===== src/rtl/float_to_log_encoder.sv =====
// Float -> sign + M.F log2 magnitude, fraction bits by repeated squaring, one conversion in flight.
// Latency: F+2 cycles after accept on the normal path, 1 edge for zero/inf/saturating inputs.
// Backpressure: result held in DONE until out_ready; in_ready only while idle.
module float_to_log_encoder #(
    parameter int EXP  = 8,
    parameter int FRAC = 23,
    parameter int M    = 3,
    parameter int F    = 4,
    parameter int SQ_W = F + 8
) (
    input  logic                clock,
    input  logic                resetn,
    input  logic                in_valid,
    output logic                in_ready,
    input  logic [EXP+FRAC:0]   in_data,
    output logic                out_valid,
    input  logic                out_ready,
    output logic [M+F:0]        out_data
);

    localparam int EW    = EXP + 2;
    localparam int VW    = M + F + 1;
    localparam int CNT_W = $clog2(F + 1);

    localparam logic signed [EW-1:0] BIAS_W = EW'(2 ** (EXP - 1) - 1);
    localparam logic signed [EW-1:0] E_MAX  = EW'(2 ** (M - 1));
    localparam logic signed [EW-1:0] E_MIN  = -E_MAX;
    localparam logic signed [VW-1:0] V_MAX  = VW'(2 ** (M + F - 1) - 1);
    localparam logic signed [VW-1:0] V_MIN  = -VW'(2 ** (M + F - 1));

    localparam logic [M+F-1:0] RSV_L = {1'b1, {(M + F - 1){1'b0}}};
    localparam logic [M+F-1:0] MAX_L = {1'b0, {(M + F - 1){1'b1}}};
    localparam logic [M+F:0]   ZERO_CODE = {1'b0, RSV_L};
    localparam logic [M+F:0]   INF_CODE  = {1'b1, RSV_L};

    typedef enum logic [1:0] {
        IDLE,
        CALC,
        ROUND,
        DONE
    } state_t;

    state_t                 state;
    logic                   sign_q;
    logic signed [M:0]      e_q;
    logic [SQ_W:0]          y_q;
    logic [F:0]             f_q;
    logic [CNT_W-1:0]       cnt_q;

    logic                   in_sign;
    logic [EXP-1:0]         in_exp;
    logic [FRAC-1:0]        in_frac;
    logic signed [EW-1:0]   in_e;
    logic [SQ_W-1:0]        frac_rs;

    assign in_sign = in_data[EXP+FRAC];
    assign in_exp  = in_data[EXP+FRAC-1:FRAC];
    assign in_frac = in_data[FRAC-1:0];
    assign in_e    = signed'({2'b00, in_exp}) - BIAS_W;

    // Mantissa resized to SQ_W fraction bits: drop low bits or zero-pad.
    if (FRAC >= SQ_W) begin : g_frac_trunc
        assign frac_rs = SQ_W'(in_frac >> (FRAC - SQ_W));
    end else begin : g_frac_pad
        assign frac_rs = SQ_W'(in_frac) << (SQ_W - FRAC);
    end

    logic [2*SQ_W+1:0]      sq_full;
    logic [SQ_W+1:0]        sq_trunc;
    logic                   sq_bit;
    logic [SQ_W:0]          y_next;

    // y in [1,2) so y*y in [1,4): the integer MSB is the next log fraction bit.
    assign sq_full  = {{(SQ_W + 1){1'b0}}, y_q} * {{(SQ_W + 1){1'b0}}, y_q};
    assign sq_trunc = (SQ_W + 2)'(sq_full >> SQ_W);
    assign sq_bit   = sq_trunc[SQ_W+1];
    assign y_next   = sq_bit ? sq_trunc[SQ_W+1:1] : sq_trunc[SQ_W:0];

    logic signed [VW-1:0]   v_base;
    logic signed [VW-1:0]   v_sum;

    assign v_base = {e_q, f_q[F:1]};
    assign v_sum  = v_base + {{(VW - 1){1'b0}}, f_q[0]};

    always_ff @(posedge clock) begin
        if (!resetn) begin
            state     <= IDLE;
            in_ready  <= 1'b1;
            out_valid <= 1'b0;
            out_data  <= '0;
            sign_q    <= 1'b0;
            e_q       <= '0;
            y_q       <= '0;
            f_q       <= '0;
            cnt_q     <= '0;
        end else begin
            case (state)
                IDLE: begin
                    if (in_valid) begin
                        sign_q <= in_sign;
                        e_q    <= in_e[M:0];
                        y_q    <= {1'b1, frac_rs};
                        f_q    <= '0;
                        cnt_q  <= '0;
                        in_ready <= 1'b0;
                        if (in_exp == '0) begin
                            out_data  <= ZERO_CODE;
                            out_valid <= 1'b1;
                            state     <= DONE;
                        end else if (in_exp == '1) begin
                            out_data  <= INF_CODE;
                            out_valid <= 1'b1;
                            state     <= DONE;
                        end else if (in_e >= E_MAX) begin
                            out_data  <= {in_sign, MAX_L};
                            out_valid <= 1'b1;
                            state     <= DONE;
                        end else if (in_e < E_MIN) begin
                            out_data  <= ZERO_CODE;
                            out_valid <= 1'b1;
                            state     <= DONE;
                        end else begin
                            state <= CALC;
                        end
                    end
                end
                CALC: begin
                    y_q <= y_next;
                    f_q <= {f_q[F-1:0], sq_bit};
                    if (cnt_q == CNT_W'(F)) begin
                        state <= ROUND;
                    end else begin
                        cnt_q <= cnt_q + CNT_W'(1);
                    end
                end
                ROUND: begin
                    // Rounding carry can push past the largest finite code; clamp rather than emit inf.
                    if (v_sum > V_MAX) begin
                        out_data <= {sign_q, MAX_L};
                    end else if (v_sum <= V_MIN) begin
                        out_data <= ZERO_CODE;
                    end else begin
                        out_data <= {sign_q, v_sum[M+F-1:0]};
                    end
                    out_valid <= 1'b1;
                    state     <= DONE;
                end
                DONE: begin
                    if (out_ready) begin
                        out_valid <= 1'b0;
                        in_ready  <= 1'b1;
                        state     <= IDLE;
                    end
                end
                default: begin
                    state     <= IDLE;
                    in_ready  <= 1'b1;
                    out_valid <= 1'b0;
                end
            endcase
        end
    end

endmodule


===== config.mk =====
export PLATFORM = sky130hd
export DESIGN_NAME = float_to_log_encoder
export DESIGN_NICKNAME = d
export VERILOG_FILES = /design/src/rtl/float_to_log_encoder.sv
export SDC_FILE = /design/constraint.sdc
export NUM_CORES = 1
export LEC_CHECK = 0
export ABC_AREA = 0
export CAP_MARGIN = 20
export CORE_MARGIN = 8
export CORE_UTILIZATION = 55
export CTS_CLUSTER_DIAMETER = 60
export DETAILED_ROUTE_END_ITERATION = 7
export PLACE_DENSITY = 0.78
export SLEW_MARGIN = 0
export SYNTH_ARGS = -nofsm -noshare
export SYNTH_HDL_FRONTEND = slang
export SYNTH_SLANG_ARGS = --single-unit

===== constraint.sdc =====
create_clock -name clock -period 6.5 [get_ports clock]
set_input_delay 1.3 -clock clock [delete_from_list [all_inputs] [get_ports clock]]
set_output_delay 1.3 -clock clock [all_outputs]
set_load 0.02 [all_outputs]

; ---- Word level (Yosys, flattened, before mapping)
; Cells that the tools add are included.
[totals]
ff_bits = 38
out_inout_bits = 10
wordCells = 74
[op_classes]
add_sub_neg = 3
mul = 1
order_cmp = 4
eq_ne = 10
muxes = 34
n_reduce_logical = 13
[op_table]
columns = op, n
row1 = 8-bit 2-to-1 mux, 7
row2 = 13-bit by 13-bit multiplier with 26-bit output, 1
row3 = 13-bit 2-to-1 mux, 2
row4 = 13-bit one-hot mux with 2 select lines, 1
row5 = 8-bit one-hot mux with 2 select lines, 1
row6 = 2-bit 2-to-1 mux, 7
row7 = 3-bit AND reduction, 4
row8 = 5-bit one-hot mux with 2 select lines, 1
row9 = 9-bit by 4-bit greater-or-equal comparator with 1-bit output (second input constant), 1
row10 = 9-bit by 3-bit < comparator with 1-bit output (second input constant), 1
row11 = 8-bit by 7-bit subtractor with 9-bit output (second input constant), 1
row12 = 8-bit by 1-bit adder with 8-bit output, 1
row13 = 8-bit equality test (second input constant), 1
row14 = 8-bit by 7-bit > comparator with 1-bit output (second input constant), 1
row15 = 8-bit by 7-bit less-or-equal comparator with 1-bit output (second input constant), 1
row16 = 8-bit zero test, 1
row17 = 1-bit 2-to-1 mux, 8
row18 = 2-bit != test (second input constant), 4
row19 = 2-bit one-hot mux with 4 select lines, 1
row20 = 3-bit 2-to-1 mux, 2
row21 = 3-bit one-hot mux with 2 select lines, 1
row22 = 2-bit nonzero test, 3
row23 = 5-bit 2-to-1 mux, 1
row24 = 5-bit != test (second input constant), 1
row25 = other kinds (10), 12

; ---- Longest topological paths before layout
; Gate-level depths: netlist (run 1).
[logic_depth]
word_depth = 8
ltp_mapped = 25
depth_no_buf = 22

; ---- Worst setup path after synthesis (run 1)
; Ideal clock, no wire load.
[synth_path]
path_type = register to register
startpoint = register y_q[1]
endpoint = register y_q[10]
t_arrival_ns = 6.144
required_ns = 6.364
path_slack_ns = 0.220
stages_incl_launch_ff = 24
n_path_buf = 5
period_less_slack_ns = 6.280
cell_sequence = dfxtp_1 -> clkbuf_1 -> clkbuf_1 -> nand2_1 -> fa_1 -> inv_1 -> fa_1 -> fa_1 -> fa_1 -> inv_1 -> fa_1 -> inv_1 -> ha_1 -> and3_1 -> nand2_1 -> or4_1 -> or3_4 -> and3_4 -> buf_6 -> or2_1 -> buf_6 -> buf_6 -> o41ai_2 -> o32ai_2
[synth_via]
elab_chain_len = 3
[synth_lines]
columns = item, line
row1 = from (decl), 46  ; logic [SQ_W:0] y_q;
row2 = from (signal assigned), 102  ; y_q <= {1'b1, frac_rs};
row3 = from (signal assigned), 128  ; y_q <= y_next;
row4 = 13-bit by 13-bit multiplier with 26-bit output, 74  ; assign sq_full = {{(SQ_W + 1){1'b0}}, y_q} * {{(SQ_W + 1){1'b0}}, y_q};
row5 = 13-bit 2-to-1 mux, 77  ; assign y_next = sq_bit ? sq_trunc[SQ_W+1:1] : sq_trunc[SQ_W:0];
row6 = 13-bit one-hot mux with 2 select lines, 97  ; case (state)
; No other way between the ends.
; A chain may end at the register's enable or synchronous reset.

; ---- Worst setup path after layout (run 1)
[layout_path]
startpoint = register y_q[11]
endpoint = register y_q[10]
; Same word-level chain as after synthesis.

==> out/metrics.csv, run 1 <==
stage,metric,value,unit
run_status,status,finished clean,
worst_setup_path,path_class,reg -> reg,
placement,port_buffers,34,
floorplanning,start_util,0.5651,
clocking,postCtsSetupBuffers,0,
finish,diodes,0,
finish,drive_gt1_frac,0.06025,
timing,finalSetupViolCount,0,
logic_synthesis,syn-num-nets,1038,
run,cap_violations,0,
drt,drtIter0Drc,319,
clocking,clkLatencyLatePin,280,ps
drt,wl_per_cell,14.97,um
floorplanning,rows,40,
finish,area_growth,11.45,%
logic_synthesis,async_reset_ff_frac,0,
logic_synthesis,ys.flop_type,dfxtp_1,
floorplanning,die_w,127.1,um
floorplanning,core,12010,um^2
timing,finalSetupTns,0,ps
worst_setup_path,start_kind,register,
power,power.leakage,3.944,nW
drt,vias,5547,
placement,globalplace.congestion,0.8982,
finish,multiInputGateArea,5125,um^2
drt,dr.pass1.iters,5,
clocking,cts_buffers,5,
finish,n_fill_cell,1022,
clocking,clock_path_buffers,2,
timing,worst-slew-pin-transition,883.8,ps
timing,skew,5.001,ps
timing,finalCritPeriodShare,0.9667,
worst_setup_path,r2r_slack,220,ps
worst_setup_path,crit_slowest_cell,fa_1,
clocking,cts_tree,done,
logic_synthesis,synth_cells,832,
clocking,clk_pin_slew_worst_paths,60,ps
placement,dp_hpwl,12260,um
power,power,2.154,mW
worst_setup_path,cpPeakStageDelay,550,ps
timing,hold_viol,0,
logic_synthesis,ys_ff_latch,38,
finish,layout_common_cells,"inv_1, fa_1, nand2_1, ha_1, a21oi_1",
grt,grt_overflow,0,
logic_synthesis,yosysSeqAreaShare,0.1121,
clocking,root_buffer,clkbuf_16,
timing,fmax,0.1591,GHz
worst_setup_path,crit_chain,and2_1 -> inv_1 -> fa_1 -> inv_1 -> fa_1 -> inv_1 -> fa_1 -> inv_1 -> fa_1 -> inv_1 -> fa_1 -> inv_1 -> ha_1 -> and3_4 -> nand2_1 -> or4_1 -> or3_4 -> and3_4 -> or2_1 -> buf_4 -> mux2_4 -> o32ai_2,
grt,grt_max_degree,26,
timing,rsz0062_at_grt,no,
logic_synthesis,avgSynthCellArea,8.158,um^2
worst_setup_path,crit_family,adder cells,
logic_synthesis,yosys_warnings,0,
worst_setup_path,critPathCaptureType,register,
worst_setup_path,critPathRequiredTime,6690,ps
timing,relSlewSlack,0.4108,
drt,drc_errors,0,
logic_synthesis,netlist_area,6788,um^2
logic_synthesis,yosysUniqueCellTypes,59,
logic_synthesis,synth_edf_count,0,
floorplanning,die_y,127.1,um
power,powerDensity,284.8,nW/um^2
grt,grt_usage,0.2007,
timing,fin_crit,6283,ps
clocking,htreeDepth,2,
finish,final_common_cell,inv_1,
timing,drv_slew,0,
clocking,cts_sinks,38,
grt,grt_pass1_wl,26830,um
finish,regArea,770.7,um^2
finish,final_nets,1068,
worst_hold_path,hold_class,reg -> reg,
drt,routed_wl,15120,um
worst_setup_path,crit_fanout,7,
worst_setup_path,crit_buf_inv,7,
floorplanning,die_area,16150,um^2
grt,grt_pass1_vias,5766,
drt,avgViaCountPerCell,5.492,
worst_setup_path,worstPathArrival,6470,ps
worst_setup_path,crit_path_frequent_cell,inv_1,
power,ir_worst_vdd,0.2388,mV
finish,utilization,0.6298,
floorplanning,io_pins,46,
drt,antenna_left,0,
grt,antenna_found_initial,0,
==> flip-flops by register name (all words and copies together), names as in the netlist <==
| signal | count |
|---|---|
| cnt_q | 3 |
| e_q | 4 |
| f_q | 5 |
| in_ready | 1 |
| out_data | 8 |
| out_valid | 1 |
| sign_q | 1 |
| state | 2 |
| y_q | 13 |
==> stage by stage <==
stage                     std cells  instance area, um^2  setup WS (ps)  hold WS (ps)
after floorplan                 832                 6788          220.5         436.8
after global placement         1002                 7342          108.6         451.4
after detailed placement       1002                 7342          12.69         458.5
after CTS                      1010                 7542          115.1         468.7
after global routing           1010                 7565          1.916         485.7
final                          1010                 7565          216.6         468.7
==> cell families (layout without fill, tap and decap cells) <==
logic type      Yosys count  in the layout  synth area share
compound gates          138            138            0.1311
buf+inv                 238            269            0.1349
simple gates            212            212            0.1535
fa+ha+maj               170            170            0.4195
mux                       7              7           0.01143
xor+xnor                 29             29           0.03742
flops                    38             38            0.1121
==> cells in the mapped netlist, types with 3 or more instances <==
| library cell | number | share of area |
|---|---|---|
| ha_1 | 74 | 0.14 |
| dfxtp_1 | 38 | 0.11 |
| a21oi_1 | 49 | 0.036 |
| nor2b_1 | 4 | 0.0037 |
| o22ai_1 | 6 | 0.0055 |
| nor4b_1 | 3 | 0.0039 |
| buf_6 | 3 | 0.0050 |
| nand2_1 | 83 | 0.046 |
| nor2_1 | 27 | 0.015 |
| mux2i_1 | 4 | 0.0059 |
| o21a_1 | 5 | 0.0055 |
| a21o_1 | 6 | 0.0066 |
| o31ai_1 | 4 | 0.0044 |
| nand4_1 | 3 | 0.0028 |
| o21ai_0 | 25 | 0.018 |
| and3_1 | 13 | 0.012 |
| or4_1 | 3 | 0.0033 |
| and2_1 | 34 | 0.031 |
| fa_1 | 96 | 0.28 |
| xnor2_1 | 15 | 0.019 |
| a31oi_1 | 8 | 0.0074 |
| nand3_1 | 23 | 0.017 |
| clkbuf_1 | 33 | 0.018 |
| a211oi_1 | 5 | 0.0055 |
| inv_1 | 202 | 0.11 |
| nor3_1 | 8 | 0.0059 |
| xor2_1 | 14 | 0.018 |
==> worst min-delay path, delay by kind of cell (launching register included) <==
| family | cells | cell delay (ps) |
|---|---|---|
| AOI/OAI and AO/OA | 1 | 60 |
| DFF | 1 | 310 |
| and+or+nand+nor | 1 | 50 |
==> layout make-up <==
cell class / instances / share of cell area
repair buffers: 59 / 0.06980
clock inverters: 2 / 0.007939
flip-flops and latches: 38 / 0.1019
multi-input cells: 556 / 0.6775
inverters: 202 / 0.1002
well taps: 147 / 0.02431
clock buffers: 6 / 0.01836
==> power breakdown <==
| part | switching, mW | total, mW | internal, mW | leakage, nW |
|---|---|---|---|---|
| sequential | 0.0782 | 0.381 | 0.303 | 0.315 |
| clock | 0.0969 | 0.327 | 0.230 | 0.0971 |
| combinational | 0.880 | 1.45 | 0.566 | 3.53 |
| total | 1.05 | 2.15 | 1.10 | 3.94 |
==> path summary, 6_finish.rpt <==
| path | startpoint | endpoint | cells after the start |
|---|---|---|---|
| max | y_q[11] | y_q[10] | 22 |
| min | sign_q | sign_q | 2 |
| max reg2reg | y_q[11] | y_q[10] | 22 |
| min reg2reg | sign_q | sign_q | 2 |
==> per-layer routing <==
metal  wire length, um  vias to the layer above  part of all wire  GRT usage
li1                  -                     2691                 -          -
met1              6588                     2679              0.44     0.2579
met2              7450                      151              0.49     0.3486
met3               743                       26             0.049    0.02371
met4               333                        0             0.022    0.05458
met5                 0                        -                 0          0
==> repair_timing <==
item | CTS | global route
gates resized for setup | 1 | 11
pin swaps | 0 | 1
hold buffers | 0 | 0
endpoints found under the setup margin | 1 | 13
(Power assumes the default switching activity.)
==> run 2, diff against run 1 <==
--- a/config.mk
+++ b/config.mk
@@ -12,7 +12,7 @@
 export CTS_CLUSTER_DIAMETER = 60
 export DETAILED_ROUTE_END_ITERATION = 7
 export PLACE_DENSITY = 0.78
-export SLEW_MARGIN = 0
+export SLEW_MARGIN = 20
 export SYNTH_ARGS = -nofsm -noshare
 export SYNTH_HDL_FRONTEND = slang
 export SYNTH_SLANG_ARGS = --single-unit
==> results of run 2 <==
Same layout as run 1: the final DEF is identical, and so are final timing and power.
